--- src/rtl/dlx_periph_pkg.sv ---
// Shared definitions for the DLX memory-mapped peripherals: register
// offsets, default timing constants and the register-select decode.
package dlx_periph_pkg;

    localparam logic [31:0] KEYS_STATE_OFF        = 32'h0;
    localparam logic [31:0] KEYS_EVENT_OFF        = 32'h4;
    localparam int          KEYS_DEBOUNCE_DEFAULT = 500000;

    typedef enum logic {
        REG_STATE  = 1'b0,
        REG_EVENTS = 1'b1
    } keys_reg_e;

    // Only address bit 2 distinguishes the two key registers; the offsets
    // above define which value of that bit selects which word.
    function automatic keys_reg_e keysRegDecode(input logic addrBit2);
        keys_reg_e sel;
        sel = REG_STATE;
        if (addrBit2 == KEYS_EVENT_OFF[2]) begin
            sel = REG_EVENTS;
        end else if (addrBit2 == KEYS_STATE_OFF[2]) begin
            sel = REG_STATE;
        end
        return sel;
    endfunction

endpackage

--- src/rtl/key_debounce.sv ---
// One push-button channel: 2-FF synchronizer on the raw active-low input,
// inversion to active-high, counter-based debounce and a press pulse that
// fires on the same edge the debounced level goes high.
module key_debounce
    import dlx_periph_pkg::*;
#(
    parameter int DEBOUNCE_CYCLES = KEYS_DEBOUNCE_DEFAULT,
    parameter int CNT_W           = $clog2(DEBOUNCE_CYCLES)
) (
    input  logic i_clk,
    input  logic i_reset,
    input  logic i_keyN,
    output logic o_stable,
    output logic o_rise
);

    logic             r_syncMeta;
    logic             r_syncOut;
    logic             r_stable;
    logic [CNT_W-1:0] r_cnt;
    logic             w_sync;
    logic             w_expire;

    assign w_sync   = ~r_syncOut;
    assign w_expire = (w_sync != r_stable) && (r_cnt == CNT_W'(DEBOUNCE_CYCLES - 1));
    assign o_stable = r_stable;
    assign o_rise   = w_expire & w_sync;

    // Synchronizer resets to the released level so no press is seen after reset.
    always_ff @(posedge i_clk) begin
        if (i_reset) begin
            r_syncMeta <= 1'b1;
            r_syncOut  <= 1'b1;
        end else begin
            r_syncMeta <= i_keyN;
            r_syncOut  <= r_syncMeta;
        end
    end

    // Accept a new level only after it has held for the full count; any return restarts.
    always_ff @(posedge i_clk) begin
        if (i_reset) begin
            r_stable <= 1'b0;
            r_cnt    <= '0;
        end else if (w_sync == r_stable) begin
            r_cnt <= '0;
        end else if (w_expire) begin
            r_stable <= w_sync;
            r_cnt    <= '0;
        end else begin
            r_cnt <= r_cnt + 1'b1;
        end
    end

endmodule

--- src/rtl/driver_keys.sv ---
// Push-button peripheral: per-key debounce channels, sticky press flags with
// write-1-to-clear, and a two-word read port (STATE / EVENTS) on the data bus.
module driver_keys
    import dlx_periph_pkg::*;
#(
    parameter int N_KEYS          = 4,
    parameter int DEBOUNCE_CYCLES = KEYS_DEBOUNCE_DEFAULT,
    parameter int CNT_W           = $clog2(DEBOUNCE_CYCLES)
) (
    input  logic              clk,
    input  logic              reset,
    input  logic [N_KEYS-1:0] key,
    input  logic              chip_select,
    input  logic              write_enable,
    input  logic [31:0]       address,
    input  logic [31:0]       data_write,
    output logic [31:0]       data_read,
    output logic              key_event
);

    logic [N_KEYS-1:0] r_flags;
    logic [N_KEYS-1:0] w_stable;
    logic [N_KEYS-1:0] w_rise;
    logic [N_KEYS-1:0] w_clearMask;
    keys_reg_e         w_regSel;
    logic              w_unused;

    genvar gi;
    generate
        for (gi = 0; gi < N_KEYS; gi++) begin : g_key
            key_debounce #(
                .DEBOUNCE_CYCLES(DEBOUNCE_CYCLES),
                .CNT_W          (CNT_W)
            ) u_debounce (
                .i_clk   (clk),
                .i_reset (reset),
                .i_keyN  (key[gi]),
                .o_stable(w_stable[gi]),
                .o_rise  (w_rise[gi])
            );
        end
    endgenerate

    assign w_regSel    = keysRegDecode(address[2]);
    assign w_clearMask = (chip_select && write_enable && (w_regSel == REG_EVENTS))
                         ? data_write[N_KEYS-1:0] : '0;
    assign key_event   = |r_flags;
    assign w_unused    = ^{address[31:3], address[1:0], data_write[31:N_KEYS]};

    // Sticky press flags: a new press on the same edge as a clear keeps the flag set.
    always_ff @(posedge clk) begin
        if (reset) begin
            r_flags <= '0;
        end else begin
            r_flags <= (r_flags & ~w_clearMask) | w_rise;
        end
    end

    // Read mux; the bus sees zero whenever this peripheral is not selected.
    always_comb begin
        data_read = '0;
        if (chip_select) begin
            case (w_regSel)
                REG_STATE:  data_read[N_KEYS-1:0] = w_stable;
                REG_EVENTS: data_read[N_KEYS-1:0] = r_flags;
                default:    data_read = '0;
            endcase
        end
    end

endmodule

--- config.mk ---
export PLATFORM = sky130hd
export DESIGN_NAME = driver_keys
export DESIGN_NICKNAME = d
export VERILOG_FILES = /design/src/rtl/dlx_periph_pkg.sv /design/src/rtl/key_debounce.sv /design/src/rtl/driver_keys.sv
export SDC_FILE = /design/constraint.sdc
export NUM_CORES = 1
export LEC_CHECK = 0
export ABC_AREA = 1
export BUFFER_PORTS_ARGS = -buffer_cell sky130_fd_sc_hd__buf_2
export CELL_PAD_IN_SITES_DETAIL_PLACEMENT = 2
export CELL_PAD_IN_SITES_GLOBAL_PLACEMENT = 2
export CORE_MARGIN = 8
export CORE_UTILIZATION = 31
export CTS_CLUSTER_DIAMETER = 60
export CTS_CLUSTER_SIZE = 20
export DETAILED_ROUTE_END_ITERATION = 8
export GPL_ROUTABILITY_DRIVEN = 0
export PLACE_DENSITY_LB_ADDON = 0.1
export SYNTH_ARGS = -nofsm -noshare
export SYNTH_HDL_FRONTEND = slang
export SYNTH_HIERARCHICAL = 1
export SYNTH_SLANG_ARGS = --single-unit
export TNS_END_PERCENT = 100
--- constraint.sdc ---
create_clock -name clk -period 1.93 [get_ports clk]
set_clock_uncertainty 0.2 [all_clocks]
set_input_delay 0.2895 -clock clk [delete_from_list [all_inputs] [get_ports clk]]
set_output_delay 0.2895 -clock clk [all_outputs]
set_load 0.005 [all_outputs]
**Word-level counts from Yosys, hierarchy flattened**

Index checks and enable logic that the tools add are counted.

- Bits in registers: 92
- Bits of input ports: 72
- Output and inout bits: 33
- Word-level logic and storage cells: 68

- $add $sub $neg: 4
- Eq/ne operators: 12
- Mux-type cells: 4
- Bitwise gates (word level): 16
- Reductions and logical operators: 15

Operators by type and width:

| operator | count |
|---|---|
| $add 19x1->19 const B | 4 |
| $eq 19x19->1 const B | 4 |
| $reduce_or 3->1 | 4 |
| $not 1->1 | 9 |
| $mux 4 | 2 |
| $pmux 4 s2 | 1 |
| $reduce_and 2->1 | 4 |
| $logic_and 1x1->1 | 6 |
| $and 1x1->1 | 4 |
| $and 4x4->4 | 1 |
| $eq 1x1->1 | 4 |
| $ne 1x1->1 | 4 |
| $not 4->4 | 1 |
| $or 4x4->4 | 1 |
| $reduce_or 4->1 | 1 |
| $mux 1 | 1 |

**Longest topological paths before layout**

Gate-level depths: netlist of run 1.

- Word-level depth: 6
- Gate-level depth with buffers: 8

**By module**

Netlist of run 1, hierarchy kept.

By module, submodules not included:

| module | instances | cells each | area an instance (um2) |
|---|---|---|---|
| key_debounce at g_key[0].u_debounce ... | 3 | 168 | 1212.4 |
| key_debounce at g_key[1].u_debounce | 1 | 167 | 1153.6 |
| driver_keys | 1 | 63 | 441.7 |

**Worst setup path before layout of run 1**

OpenSTA, ideal clock, no wires.

- Path kind: reg2reg
- Start: reg g_key[0].u_debounce.r_cnt[0]
- End: reg g_key[0].u_debounce.r_cnt[16]
- Arrival: 1225 ps
- Path slack: 390 ps
- Cell stages (with the launch flop): 8
- Buffers on the path: 1
- Period minus slack after synthesis: 1540 ps
- Path through: dfxtp_1 -> ha_1 -> nand4_1 -> nor2_1 -> nand3_2 -> nand2_4 -> buf_12 -> nor2_2

- Longest elaborated chain between the ends: 3

RTL lines:

| what | line | source |
|---|---|---|
| start, declared | key_debounce.sv:20 | `logic [CNT_W-1:0] r_cnt;` |
| start signal, assigned | key_debounce.sv:51 | `r_cnt <= r_cnt + 1'b1;` |
| parallel branches: the longest is 3 deep, another holds $add 19x1->19 | -- |  |

Several ways; the timed one is not identified.
A chain may end at the register's enable or synchronous reset.

**Worst setup path after layout of run 1**

- Start: reg g_key[3].u_debounce.r_cnt[0]
- End: reg g_key[3].u_debounce.r_cnt[11]

- Longest elaborated chain between the ends: 3

RTL lines:

| what | line |
|---|---|
| start, declared | key_debounce.sv:20 |
| start signal, assigned | key_debounce.sv:51 |
| parallel branches: the longest is 3 deep, another holds $add 19x1->19 | -- |

Several ways; the timed one is not identified.

==> out/results.md, run 1 <==
| Item | Reported |
| --- | --- |
| Result of the run | finished, final reports clean |
| Antenna violations before repair | 0 |
| Peak ir drop on the vdd network | 469 uV |
| Number of buffers on the longest clock path | 2 |
| Total DRC errors in the routed layout | 0 |
| Slowest library cell on the worst path | dfxtp_1 |
| Height of the die | 146 um |
| Per-cell routed wire length | 14.6 um |
| Core area | 0.0165 sq mm |
| Shortest clock period the worst path allows after layout | 1.84 ns |
| Max Fanout on Critical Path | 18 |
| Async set-reset flop share out of synthesis | 0 |
| Number of buffers and inverters on the critical path | 0 |
| Critical path start-end classification | register to register |
| Number of max-capacitance violations reported | 0 |
| Crit-path cells | ha_1, nand4_1, nor2_1, nand3_2, nand2_4, nor2_1 |
| Number of global-route vias before repair | 4962 |
| HPWL after detailed placement | 10900 um |
| Count of final setup violators | 0 |
| Starting Density | 0.317 |
| Maximum number of pins on one net before global-route repair | 21 |
| Multi-input combinational cell area | 0.00294 sq mm |
| Number of sinks handled by clock tree synthesis | 92 |
| Die area | 0.0213 sq mm |
| Quantity of I/O buffers inserted on ports | 17 |
| Final setup TNS | 0 ns |
| Final Cycle Share | 0.952 |
| Clock transition at path regs | 0.07 ns |
| Per-cell via count in the routed design | 4.63 |
| Count of antenna diodes in the layout | 0 |
| Fraction of layout instances using a drive strength above 1 | 0.193 |
| Sequential area share after synthesis | 0.352 |
| Routed wire length | 14400 um |
| Number of flops mapped to enable cells by yosys | 0 |
| Worst endpoint data arrival time | 1.87 ns |
| Top Ports | 105 |
| Remaining global-route overflow | 0 |
| Design Power | 3.94 mW |
| CTS Buf Count | 9 |
| Syn Area/Cell | 7.13 sq um |
| Pins Over Slew Limit | 0 |
| RSZ-0062 raised after global routing | no |
| Required arrival time at the worst endpoint | 1.96 ns |
| Most common cell after layout, fill and taps aside | nor2_1 |
| Flip-flop and latch count after synthesis | 92 |
| Synthesized cell area | 0.00523 sq mm |
| Layout filler cell count | 2016 |
| Signed area change from the synthesized netlist to the final layout | 10.3% |
| Commonest register cell after synthesis | dfxtp_1 |
| Global-route wire length before repair | 24600 um |
| Number of cell rows | 47 |
| Pleak | 1.80 nW |
| Highest clock frequency the design can meet | 0.544 GHz |
| Crit path largest cell delay | 0.39 ns |
| Clk_lat worst skew | 0.34 ns |
| Clock tree from TritonCTS | built |
| Cell count after synthesis | 734 |
| Root buffer cell | clkbuf_16 |
| Cell repeated most along the worst path | nor2_1 |
| Synth warnings | 6 |
| Unique cell type count in the Yosys netlist | 25 |
| Final layout net count | 837 |
| Path class of the lowest-slack min-delay path | input pin to register |
| Violation count after the first detailed-routing iteration | 153 |
| Startpoint Class | register |
| Die Width | 146 um |
| Via count | 4563 |
| PD cells | 682 mW/mm^2 |
| Max H-tree Level | 3 |
| Critical Path Sink Type | register |
| Remaining number of nets flagged by the antenna check after routing | 0 |
| Total setup buffers inserted after CTS | 0 |
| FF+latch area | 0.00184 sq mm |
| Kind of cell adding the most delay to the critical path | simple AND/OR/NAND/NOR gates |
| Highest-count cells in the layout ignoring fill and taps | nor2_1 (130), nand2_1 (129), dfxtp_1 (92) |
| Overall routing resource usage | 0.140 |
| Final-report hold violation count | 0 |
| TritonRoute pass-1 iters | 4 |
power by group:
part           internal (mW)  switching [mW]
registers               1.91         0.00717
clock network           1.13           0.786
logic                 0.0327          0.0724
worst min-delay path: cells and delay by family:
| family | cells | cell delay, ns |
|---|---|---|
| AOI/OAI and AO/OA | 1 | 0.05 |
| buffers and inverters | 1 | 0.08 |
| and+or+nand+nor | 2 | 0.15 |
path summary, 6_finish.rpt:
check                                             from                                  endpoint  slack (ns)  depth (start not counted)
min                                      data_write[0]                     r_flags[0]$_SDFF_PP0_        0.07                          4
max reg2reg    g_key[3].u_debounce/r_cnt[0]$_SDFF_PP0_  g_key[3].u_debounce/r_cnt[11]$_SDFF_PP0_        0.09                          6
min reg2reg  g_key[0].u_debounce/r_syncMeta$_SDFF_PP1_  g_key[0].u_debounce/r_syncOut$_SDFF_PP1_        0.22                          1
max            g_key[3].u_debounce/r_cnt[0]$_SDFF_PP0_  g_key[3].u_debounce/r_cnt[11]$_SDFF_PP0_        0.09                          6
state kept, by name, summed over array words and instances (netlist names):
name / cells
g_key.u_debounce/r_syncOut: 4
g_key.u_debounce/o_stable: 4
g_key.u_debounce/r_syncMeta: 4
r_flags: 4
g_key.u_debounce/r_cnt: 76
kinds of logic after synthesis:
family	share of synthesized area
AO/OA/AOI/OAI	0.0450
XOR/XNOR	0.0619
adder cells (fa/ha/maj)	0.00957
buffers and inverters	0.108
flip-flops	0.352
other	0.000717
AND/OR/NAND/NOR	0.423
per-stage QoR:
stage	util	std cells	area (sq um)	hold slack, ns	setup slack, ns
after floorplan	-	761	5330	0.159	0.390
after global placement	0.327	966	5410	0.196	0.131
after detailed placement	0.327	966	5410	0.211	0.0982
after global routing	0.349	985	5770	0.108	0.0151
after CTS	0.349	985	5760	0.0517	0.0875
final	0.349	985	5770	0.0712	0.0928
area by class of cell:
class / instances / share of cell area
tap: 220 / 0.0477
clock inverter: 6 / 0.0154
clock buffer: 9 / 0.0390
timing repair buffer: 22 / 0.0230
inverter: 72 / 0.0468
sequential: 92 / 0.319
multi-input combinational: 564 / 0.509
Yosys cell counts (2+ instances only):
library cell / instances / area (sq um)
or2_0: 3 / 18.8
nor2_1: 130 / 488
o21ai_0: 8 / 40.0
nand3_2: 14 / 140
nand2_2: 22 / 138
or2_2: 12 / 75.1
xor2_1: 33 / 289
buf_12: 3 / 60.1
ha_1: 4 / 50.1
o21ai_1: 4 / 20.0
nand3b_1: 4 / 30.0
inv_2: 4 / 15.0
nor2_2: 49 / 307
a21oi_1: 35 / 175
buf_4: 28 / 210
nand2_4: 4 / 45.0
nand4_1: 17 / 106
dfxtp_1: 92 / 1840
buf_6: 2 / 22.5
nand3_1: 54 / 270
inv_1: 68 / 255
nor2_4: 10 / 113
nand2_1: 129 / 484
xnor2_1: 4 / 35.0
routing by layer:
metal	global-route usage	wire length, um	vias to the layer above
met4	0.0500	130	0
li1	-	-	2302
met2	0.247	7210	32
met3	0.0211	277	6
met5	0	0	-
met1	0.169	6800	2223
what timing repair did:
| item | 4_1_cts | 5_1_grt |
|---|---|---|
| gates resized for setup | 0 | 1 |
| endpoints found under the hold margin | 4 | 0 |
| setup endpoints to repair | 0 | 2 |
| hold buffers | 4 | 0 |
Note: power is estimated with default switching activity, not from simulation.
==> inputs of run 2 (changes only) <==
ABC_AREA = 0   (was 1)
==> out/results.md, run 2 <==
| Item | Reported |
| --- | --- |
| Pleak | 1.91 nW |
| Syn Area/Cell | 8.68 sq um |
| Per-cell via count in the routed design | 4.85 |
| Required arrival time at the worst endpoint | 2.01 ns |
| Clock transition at path regs | 0.07 ns |
| Setup slack after placement | -0.0244 ns |
| HPWL after detailed placement | 8900 um |
| Antenna violations before repair | 0 |
| Area fraction of the dominant cell type after synthesis | 0.416 |
| Startpoint Class | register |
| TritonRoute pass-1 iters | 4 |
| Core area | 0.0139 sq mm |
| Worst endpoint data arrival time | 1.94 ns |
| Final Cycle Share | 0.966 |
| Flip-flop and latch count after synthesis | 92 |
| Number of buffers on the longest clock path | 2 |
| Height of the die | 136 um |
| Fraction of layout instances using a drive strength above 1 | 0.250 |
| Critical path start-end classification | register to register |
| Cell count after synthesis | 510 |
| Final layout net count | 668 |
| Count of antenna diodes in the layout | 0 |
| Shortest clock period the worst path allows after layout | 1.87 ns |
| Remaining global-route overflow | 0 |
| Synthesized cell area | 0.00443 sq mm |
| Via count | 3767 |
| Leading cell types by count after synthesis | dfxtp_1 (92), nor2_1 (73), nand2_1 (33), buf_4 (31), xnor2_1 (30) |
| Max H-tree Level | 3 |
| Max Fanout on Critical Path | 8 |
| Highest clock frequency the design can meet | 0.536 GHz |
| Overall routing resource usage | 0.136 |
| Die Width | 136 um |
| Most frequently used cell type in the post-synthesis netlist | dfxtp_1 |
| Quantity of I/O buffers inserted on ports | 17 |
| Top Ports | 105 |
| Async set-reset flop share out of synthesis | 0 |
| Peak ir drop on the vdd network | 493 uV |
| Number of flops mapped to enable cells by yosys | 0 |
| Highest-count cells in the layout ignoring fill and taps | dfxtp_1 (77), nor2_1 (73), buf_4 (63) |
| Number of max-capacitance violations reported | 0 |
| RSZ-0062 raised after global routing | yes |
| Per-cell routed wire length | 15.3 um |
| Critical Path Sink Type | register |
| Result of the run | finished, final reports clean |
| Starting Density | 0.318 |
| Largest cells by area after synthesis | dfxtp_1 (42%), nor2_1 (6.2%), xnor2_1 (5.9%) |
| Unique cell type count in the Yosys netlist | 43 |
| Clk_lat worst skew | 0.35 ns |
| Design Power | 3.82 mW |
| Die area | 0.0184 sq mm |
| CTS Buf Count | 9 |
| Violation count after the first detailed-routing iteration | 114 |
| PD cells | 687 mW/mm^2 |
| Root buffer cell | clkbuf_16 |
| Pins Over Slew Limit | 0 |
| Total DRC errors in the routed layout | 0 |
| Sequential area share after synthesis | 0.416 |
| Largest area contributor in the netlist | dfxtp_1 |
| Count of final setup violators | 0 |
| Largest register by flop count | g_key.u_debounce/r_cnt |
| Most common cell after layout, fill and taps aside | dfxtp_1 |
| Commonest register cell after synthesis | dfxtp_1 |
| Setup slack of the critical path after layout | 0.0649 ns |
| Flip-flop count of the largest register, all copies and words added | 76 |
| Path class of the lowest-slack min-delay path | input pin to register |
| Remaining number of nets flagged by the antenna check after routing | 0 |
| Number of cell rows | 43 |
| Synth warnings | 6 |
| Global-route wire length before repair | 19900 um |
| Routed wire length | 11900 um |
| Clock tree from TritonCTS | built |
| Maximum number of pins on one net before global-route repair | 20 |
| Signed area change from the synthesized netlist to the final layout | 25.6% |
| Number of global-route vias before repair | 4131 |
| Number of sinks handled by clock tree synthesis | 92 |
| Final-report hold violation count | 0 |
run 2: final timing paths:
check	slack, ns	depth (start not counted)	to	start
worst max-delay path	0.06	4	g_key[0].u_debounce/r_cnt[17]$_SDFF_PP0_	g_key[0].u_debounce/r_cnt[10]$_SDFF_PP0_
worst min-delay path	0.15	2	r_flags[0]$_SDFF_PP0_	reset
worst max register to register	0.06	4	g_key[0].u_debounce/r_cnt[17]$_SDFF_PP0_	g_key[0].u_debounce/r_cnt[10]$_SDFF_PP0_
worst min register to register	0.21	1	g_key[3].u_debounce/r_syncOut$_SDFF_PP1_	g_key[3].u_debounce/r_syncMeta$_SDFF_PP1_
run 2: cell families after synthesis:
family / share of synthesized area
AOI/OAI and AO/OA: 0.0622
xor gates and xnor gates: 0.111
adders and majority gates: 0.0113
buffers and inverters: 0.0867
DFF: 0.416
muxes: 0.00904
other: 0.000847
and+or+nand+nor: 0.303
run 2: metrics by stage:
step / utilization / hold slack, ns / TNS (ns) / area (sq um) / instances
6_report: 0.399 / 0.154 / 0 / 5560 / 777
5_1_grt: 0.399 / 0.151 / -0.0537 / 5560 / 777
4_1_cts: 0.389 / 0.153 / 0 / 5420 / 775
3_5_place_dp: 0.360 / 0.202 / -0.0244 / 5010 / 751
3_3_place_gp: 0.360 / 0.194 / 0 / 5010 / 751
2_1_floorplan: - / 0.162 / 0 / 4530 / 537
run 2: worst max-delay path, cell delays in order, from the launching register on:
cell and delay (ns):
dfxtp_1 0.43, nand4_2 0.11, or3_4 0.43, or4_1 0.48
a21oi_1 0.15
run 2: where the power goes:
group	switching, mW	internal, mW
Clock	0.791	1.02
Sequential	0.00663	1.91
Combinational	0.0570	0.0436
Total	0.854	2.97
run 2: per-layer routing:
layer	GRT usage	part of all wire
met1	0.155	0.46
met2	0.241	0.50
met3	0.0397	0.030
met4	0.0345	0.0091
met5	0	0
run 2: area by class of cell:
cell class                 instances  area (sq um)
tap                              180           225
fill                            1537          8370
timing repair buffer              90           678
clock buffer                      10           229
sequential                        92          1860
multi-input combinational        384          2440
clock inverter                     6          71.3
inverter                          15          56.3
run 2: repair_timing:
action	4_1_cts	5_1_grt
pin swaps	1	8
hold buffers	8	0
endpoints found under the setup margin	4	32
gates cloned	0	0
endpoints found under the hold margin	8	0
resized for setup	5	37
buffers inserted	0	2
